<file path="src/rtl/ula_pkg.sv">
// rtl/ula_pkg.sv - op codes, FSM states and op-class helper for the ULA sequencer
package ula_pkg;

  localparam int ULA_WIDTH = 4;

  localparam logic [2:0] OP_ADD = 3'b000;
  localparam logic [2:0] OP_SUB = 3'b001;
  localparam logic [2:0] OP_AND = 3'b010;
  localparam logic [2:0] OP_OR  = 3'b011;
  localparam logic [2:0] OP_XOR = 3'b100;
  localparam logic [2:0] OP_MUL = 3'b101;
  localparam logic [2:0] OP_DIV = 3'b110;
  localparam logic [2:0] OP_NOT = 3'b111;

  typedef enum logic [1:0] {
    IDLE = 2'd0,
    ITER = 2'd1,
    DONE = 2'd2
  } ula_state_t;

  // Arithmetic class: the only ops allowed to report a negative result.
  function automatic logic is_arith(input logic [2:0] op);
    return (op == OP_ADD) || (op == OP_SUB) || (op == OP_MUL) || (op == OP_DIV);
  endfunction

endpackage

</file>
<file path="src/rtl/ula_flag_gen.sv">
// rtl/ula_flag_gen.sv - combinational negative/zero/carry/overflow qualified by op class
module ula_flag_gen
  import ula_pkg::*;
#(
  parameter int WIDTH = ULA_WIDTH
) (
  input  logic [2:0]       op,
  input  logic [WIDTH-1:0] result,
  input  logic             a_msb,
  input  logic             b_msb,
  input  logic             carry_out,
  input  logic             hi_nonzero,
  output logic             negative,
  output logic             zero,
  output logic             carry,
  output logic             overflow
);

  always_comb begin
    negative = is_arith(op) & result[WIDTH-1];
    zero     = (result == '0);
    carry    = 1'b0;
    overflow = 1'b0;
    case (op)
      OP_ADD: begin
        carry    = carry_out;
        overflow = (a_msb == b_msb) && (result[WIDTH-1] != a_msb);
      end
      OP_SUB: begin
        // carry_out of a + ~b + 1 is set exactly when no borrow occurs
        carry    = carry_out;
        overflow = (a_msb != b_msb) && (result[WIDTH-1] != a_msb);
      end
      OP_MUL:  overflow = hi_nonzero;
      default: ;
    endcase
  end

endmodule

</file>
<file path="src/rtl/ula_op_sequencer.sv">
// rtl/ula_op_sequencer.sv - start/done ULA sequencer; ULA_DIV_EN enables the restoring divider
module ula_op_sequencer
  import ula_pkg::*;
#(
  parameter int WIDTH = ULA_WIDTH
) (
  input  logic             clk,
  input  logic             reset,
  input  logic             start,
  input  logic [2:0]       op,
  input  logic [WIDTH-1:0] a,
  input  logic [WIDTH-1:0] b,
  output logic             ready,
  output logic             done,
  output logic [WIDTH-1:0] result,
  output logic             negative,
  output logic             zero,
  output logic             carry,
  output logic             overflow,
  output logic             div_err
);

  localparam int CW = (WIDTH > 1) ? $clog2(WIDTH) : 1;

  ula_state_t         state, state_nxt;
  logic [2:0]         op_r;
  logic [WIDTH-1:0]   a_r, b_r;
  logic [2*WIDTH-1:0] acc;
  logic [CW-1:0]      cnt;
  logic               accept, commit, iter_op;

  always_comb begin
    iter_op = (op == OP_MUL);
`ifdef ULA_DIV_EN
    if ((op == OP_DIV) && (b != '0)) iter_op = 1'b1;
`endif
  end

  always_ff @(posedge clk or posedge reset) begin
    if (reset) state <= IDLE;
    else       state <= state_nxt;
  end

  always_comb begin
    state_nxt = state;
    accept    = 1'b0;
    commit    = 1'b0;
    case (state)
      IDLE: begin
        if (start) begin
          accept = 1'b1;
          if (iter_op) begin
            state_nxt = ITER;
          end else begin
            state_nxt = DONE;
            commit    = 1'b1;
          end
        end
      end
      ITER: begin
        if (cnt == '0) begin
          state_nxt = DONE;
          commit    = 1'b1;
        end
      end
      DONE:    state_nxt = IDLE;
      default: state_nxt = IDLE;
    endcase
  end

  assign ready = (state == IDLE);
  assign done  = (state == DONE);

  // Single-cycle ops are evaluated straight from the live operands at accept.
  logic [WIDTH:0]   add_full, sub_full;
  logic [WIDTH-1:0] sc_res;
  logic             sc_cout, sc_derr;

  assign add_full = {1'b0, a} + {1'b0, b};
  assign sub_full = {1'b0, a} + {1'b0, ~b} + (WIDTH+1)'(1);

  always_comb begin
    sc_res  = '0;
    sc_cout = 1'b0;
    sc_derr = 1'b0;
    case (op)
      OP_ADD: begin
        sc_res  = add_full[WIDTH-1:0];
        sc_cout = add_full[WIDTH];
      end
      OP_SUB: begin
        sc_res  = sub_full[WIDTH-1:0];
        sc_cout = sub_full[WIDTH];
      end
      OP_AND: sc_res = a & b;
      OP_OR:  sc_res = a | b;
      OP_XOR: sc_res = a ^ b;
      OP_NOT: sc_res = ~a;
      OP_DIV: begin
        sc_derr = 1'b1;
`ifdef ULA_DIV_EN
        sc_res  = '1;
`endif
      end
      default: ;
    endcase
  end

  // MSB-first shift-add: one multiplier bit per ITER cycle, indexed by cnt.
  logic [2*WIDTH-1:0] prod_nxt;
  assign prod_nxt = (acc << 1) + (b_r[cnt] ? {{WIDTH{1'b0}}, a_r} : '0);

`ifdef ULA_DIV_EN
  logic [WIDTH-1:0] quo, quo_nxt, rem_nxt;
  logic [WIDTH:0]   rem_sh, rem_sub;
  logic             q_bit;

  assign rem_sh  = {acc[WIDTH-1:0], a_r[cnt]};
  assign rem_sub = rem_sh - {1'b0, b_r};
  assign q_bit   = (rem_sh >= {1'b0, b_r});
  assign rem_nxt = q_bit ? rem_sub[WIDTH-1:0] : rem_sh[WIDTH-1:0];
  assign quo_nxt = {quo[WIDTH-2:0], q_bit};
`endif

  logic [WIDTH-1:0] it_res;
  logic             it_hi;

  always_comb begin
    it_res = prod_nxt[WIDTH-1:0];
`ifdef ULA_DIV_EN
    if (op_r == OP_DIV) it_res = quo_nxt;
`endif
  end

  assign it_hi = |prod_nxt[2*WIDTH-1:WIDTH];

  // One flag generator serves both commit points; its inputs follow the state.
  logic [2:0]       fg_op;
  logic [WIDTH-1:0] fg_res;
  logic             fg_amsb, fg_bmsb, fg_cout, fg_hi, fg_derr;
  logic             fg_neg, fg_zero, fg_carry, fg_ovf;

  always_comb begin
    if (state == IDLE) begin
      fg_op   = op;
      fg_res  = sc_res;
      fg_amsb = a[WIDTH-1];
      fg_bmsb = b[WIDTH-1];
      fg_cout = sc_cout;
      fg_hi   = 1'b0;
      fg_derr = sc_derr;
    end else begin
      fg_op   = op_r;
      fg_res  = it_res;
      fg_amsb = a_r[WIDTH-1];
      fg_bmsb = b_r[WIDTH-1];
      fg_cout = 1'b0;
      fg_hi   = it_hi;
      fg_derr = 1'b0;
    end
  end

  ula_flag_gen #(.WIDTH(WIDTH)) u_flag_gen (
    .op         (fg_op),
    .result     (fg_res),
    .a_msb      (fg_amsb),
    .b_msb      (fg_bmsb),
    .carry_out  (fg_cout),
    .hi_nonzero (fg_hi),
    .negative   (fg_neg),
    .zero       (fg_zero),
    .carry      (fg_carry),
    .overflow   (fg_ovf)
  );

  always_ff @(posedge clk or posedge reset) begin
    if (reset) begin
      op_r     <= '0;
      a_r      <= '0;
      b_r      <= '0;
      acc      <= '0;
      cnt      <= '0;
`ifdef ULA_DIV_EN
      quo      <= '0;
`endif
      result   <= '0;
      negative <= 1'b0;
      zero     <= 1'b0;
      carry    <= 1'b0;
      overflow <= 1'b0;
      div_err  <= 1'b0;
    end else begin
      if (accept) begin
        op_r <= op;
        a_r  <= a;
        b_r  <= b;
        acc  <= '0;
        cnt  <= CW'(WIDTH-1);
`ifdef ULA_DIV_EN
        quo  <= '0;
`endif
      end else if (state == ITER) begin
        if (cnt != '0) cnt <= cnt - CW'(1);
        acc <= prod_nxt;
`ifdef ULA_DIV_EN
        if (op_r == OP_DIV) begin
          acc <= {{WIDTH{1'b0}}, rem_nxt};
          quo <= quo_nxt;
        end
`endif
      end
      if (commit) begin
        result   <= fg_res;
        negative <= fg_neg;
        zero     <= fg_zero;
        carry    <= fg_carry;
        overflow <= fg_ovf;
        div_err  <= fg_derr;
      end
    end
  end

endmodule

</file>
<file path="config.mk">
export PLATFORM = sky130hd
export DESIGN_NAME = ula_op_sequencer
export DESIGN_NICKNAME = d
export VERILOG_FILES = /design/src/rtl/ula_pkg.sv /design/src/rtl/ula_flag_gen.sv /design/src/rtl/ula_op_sequencer.sv
export SDC_FILE = /design/constraint.sdc
export NUM_CORES = 1
export LEC_CHECK = 0
export CELL_PAD_IN_SITES_DETAIL_PLACEMENT = 0
export CELL_PAD_IN_SITES_GLOBAL_PLACEMENT = 2
export CORE_AREA = 3 3 96 75
export CTS_CLUSTER_DIAMETER = 150
export DETAILED_ROUTE_END_ITERATION = 10
export DIE_AREA = 0 0 99 78
export PLACE_DENSITY = 0.75
export SYNTH_ARGS = -nofsm -noshare
export SYNTH_HDL_FRONTEND = slang
export SYNTH_SLANG_ARGS = --single-unit
</file>
<file path="constraint.sdc">
create_clock -name clk -period 3.3 [get_ports clk]
set_input_delay 0.66 -clock clk [delete_from_list [all_inputs] [get_ports clk]]
set_output_delay 0.66 -clock clk [all_outputs]
set_load 0.02 [all_outputs]
</file>
==> reports/qor.csv <==
metric,value,unit
tritoncts,yes,
grt_pass1_wl,8780,um
skew,0.00579,ns
vias_per_cell,4.89,
cp.required,3.47,ns
final_layout_size_suffix_gt1_share,11.0,%
drt_iter0_drc,91,
cts-root-buf,clkbuf_8,
synthesis.area,2180,um2
cp_max_fo,5,
dieArea,7720,um2
drc,0,
start_kind,flip-flop,
hold_ws,0.475,ns
synth.net_count,270,
final.min_clock_period,2.84,ns
power,0.00154,W
netlist.area_leader.share,35.6,%
cts_max_level,2,
async_flop_share,100,%
avgSynthCellArea,9.20,um2
wl_met3,211,um
critPathArrivalTime,3.00,ns
syn2layout_area_growth,19.3,%
place.port_buffers,24,
synth_top_cell_by_area,dfrtp_1,
antenna_found_initial,0,
cts.sink_count,31,
synth_edf_count,0,
critical_path_class,reg2reg,
power.density,591,nW/um2
cts_inserted_buffers,5,
cts_setup_buffers,0,
yosys-top-cells-area,"dfrtp_1 36%, ha_1 9.2%, nand2_1 4.3%",
worstMarginPinSlew,0.601,ns
hold_class,reg2reg,
detail_route.wirelength.met1,2840,um
leakagePower,1.18,nW
nets,296,
outcome,completed,
setup_viol,0,
hold_viol_final,0,
ios,25,
ctsResizeCount,0,
highest_layer,met4,
final_max_slew_viol_count,0,
syn_inst,237,
ant_nets,0,
synth_seq_cells,31,
grt_usage,14.5,%
holdBufCountCts,0,
initial_core_util,34.7,%
dieWidth,99,um
antenna_cells,0,
overflow,0,
max_freq,353,MHz
dr.pass1.iters,4,
grt_pass1_vias,1699,
wl_per_cell,15.0,um
fin_tns_setup,0,ns
ys_types,51,
vias,1686,
rsz0062_at_grt,no,
irDropWorstVdd,231,uV
die_y,78,um
yosysWarnings,0,
ys_seq_area_share,35.6,%
rows,25,
grt_max_degree,32,
core,6290,um2
dr_wl_met2,2110,um
clkSlewWorstSetupHoldPaths,0.07,ns
period_share,85.9,%
dp_hpwl,3900,um
clock_latency,0.28,ns
gp_congestion,0.783,
relSlewSlack,59.8,%
endpoint_kind,flip-flop,
max-cap-violations,0,
wirelength,5190,um
cts_max_path_buffers,2,
synthFlopType,dfrtp_1,
[power breakdown]
| group | total (W) | switching [W] | internal, W |
|---|---|---|---|
| Sequential | 0.000568 | 0.0000817 | 0.000486 |
| Clock | 0.000331 | 0.000140 | 0.000190 |
| Combinational | 0.000638 | 0.000348 | 0.000290 |
| Total | 0.00154 | 0.000570 | 0.000966 |
[cell type report]
cell class | count | area, um2
fill | 641 | 3690
multi-input combinational | 180 | 1260
sequential | 31 | 776
timing repair buffer | 32 | 300
tap | 81 | 101
clock buffer | 8 | 100
inverter | 13 | 58.8
[through the flow]
| step | utilization, % | area [um2] | setup WS, ns | std cells |
|---|---|---|---|---|
| CTS | 41.4 | 2600 | 0.428 | 345 |
| finish | 41.4 | 2600 | 0.465 | 345 |
| global route | 41.4 | 2600 | 0.306 | 345 |
| detailed placement | 39.8 | 2500 | 0.236 | 337 |
| global placement | 39.8 | 2500 | 0.322 | 337 |
| floorplan | - | 2180 | 0.706 | 237 |
[critical path, stage by stage (launching register included)]
cell	delay (ns)
dfrtp_1	0.40
mux4_2	0.57
and2_1	0.19
ha_1	0.20
fa_1	0.41
a21oi_1	0.26
mux2i_1	0.23
nand3b_1	0.09
nand3_1	0.10
nand2_1	0.05
a211o_1	0.22
[sequential cells by signal, indices dropped and copies added (netlist names)]
| signal | count |
|---|---|
| b_r | 4 |
| overflow | 1 |
| cnt | 2 |
| op_r | 3 |
| acc | 7 |
| negative | 1 |
| a_r | 4 |
| div_err | 1 |
| state | 2 |
| carry | 1 |
| zero | 1 |
| result | 4 |
[routing by layer]
metal	vias up	track usage, %
met5	-	0
met4	0	2.46
met3	4	3.77
met2	36	20.5
met1	765	22.2
li1	881	-
[path summary, 6_finish.rpt]
check / startpoint / to / slack, ns / depth (start not counted)
min in group asynchronous: reset / cnt[0] / 0.75 / 3
min reg2reg: b_r[0] / b_r[0] / 0.47 / 2
max: cnt[0] / overflow / 0.46 / 10
min: b_r[0] / b_r[0] / 0.47 / 2
max reg2reg: cnt[0] / overflow / 0.46 / 10
max in group asynchronous: reset / acc[4] / 2.24 / 3
[cell usage in the layout, fill, tap and decap left out, types with 2 or more instances in the layout]
master | netlist | routed
a211o_1 | 2 | 2
a211oi_1 | 4 | 4
a21o_1 | 3 | 3
a21oi_1 | 11 | 11
a31o_2 | 2 | 2
and2_1 | 3 | 3
buf_4 | 1 | 8
clkbuf_8 | 0 | 7
clkdlybuf4s50_1 | 0 | 24
clkinv_4 | 2 | 2
dfrtp_1 | 31 | 31
fa_1 | 3 | 3
ha_1 | 16 | 16
inv_1 | 11 | 11
mux2_2 | 4 | 4
mux2i_1 | 4 | 4
nand2_1 | 25 | 25
nand2b_1 | 3 | 3
nand3_1 | 12 | 12
nand3b_1 | 5 | 5
nor2_1 | 17 | 17
nor2b_1 | 7 | 7
nor3b_1 | 3 | 3
o211ai_1 | 2 | 2
o21ai_0 | 18 | 18
o31ai_1 | 3 | 3
xnor2_1 | 9 | 9
xor2_1 | 3 | 3
[cell usage after synthesis, types with 5 or more instances]
library cell / n
inv_1: 11
nor2_1: 17
nand2_1: 25
nand3b_1: 5
buf_2: 5
xnor2_1: 9
dfrtp_1: 31
o21ai_0: 18
nand3_1: 12
a21oi_1: 11
nor2b_1: 7
ha_1: 16
[kinds of logic after synthesis]
logic type | share of synthesized area, %
adders and majority gates | 11.9
AOI/OAI and AO/OA | 16.8
xor gates and xnor gates | 4.82
and+or+nand+nor | 19.5
buffers and inverters | 6.43
DFF | 35.6
muxes | 4.93
(Power assumes the default switching activity.)
==> variant, RTL diff (same flow settings) <==
The package constant `ULA_WIDTH` goes from 4 to 8.
--- a/src/rtl/ula_pkg.sv
+++ b/src/rtl/ula_pkg.sv
@@ -1,7 +1,7 @@
 // rtl/ula_pkg.sv - op codes, FSM states and op-class helper for the ULA sequencer
 package ula_pkg;
 
-  localparam int ULA_WIDTH = 4;
+  localparam int ULA_WIDTH = 8;
 
   localparam logic [2:0] OP_ADD = 3'b000;
   localparam logic [2:0] OP_SUB = 3'b001;
Interface: changed (resized a, b and result); port bits go from 25 to 37. No check against the original RTL was run, so the function may have changed too.
==> variant against the unedited design <==
The flow now stops in 3_1_place_gp_skip_io; area after synthesis increased by 87%.
==> variant: results <==
[synthesis]
synth-async-reset-ratio_pct = 100
synth_cell_types = 67
yosysSeqAreaShare_pct = 31.9
synth_seq_cells = 52
avgSynthCellArea_um2 = 8.47
synth_commonest_cells = 52 x dfrtp_1, 51 x nand2_1, 42 x o21ai_0
syn_nets = 540
synthCells = 482
yosysWarningCount = 0
yosys_most_used_dff = dfrtp_1
synthTopCellsByArea = dfrtp_1 32%, ha_1 10%, o21ai_0 5.2%, nand2_1 4.7%, inv_1 3.0%

[outcome]
error_line = [ERROR GPL-0301] Utilization 117.100 % exceeds 100%.
status = aborted with a tool error
lastStage = 3_1_place_gp_skip_io
variant: changes by cell type after synthesis, moves of 6 or more:
cell      before  now
o21ai_0       18   42
nand3_1       12   21
mux2i_1        4   11
nor2_1        17   32
clkbuf_1       3   15
nand2_1       25   51
a21oi_1       11   22
inv_1         11   33
xor2_1         3   11
ha_1          16   33
dfrtp_1       31   52
and2b_1        0    6
a22oi_1        0    6
nor3_1         1    7
variant: cells by family after synthesis:
logic type / share of synthesized area (%)
compound gates: 22.6
xor+xnor: 4.29
fa+ha+maj: 11.6
buf+inv: 6.04
flops: 31.9
mux: 5.36
simple gates: 18.2
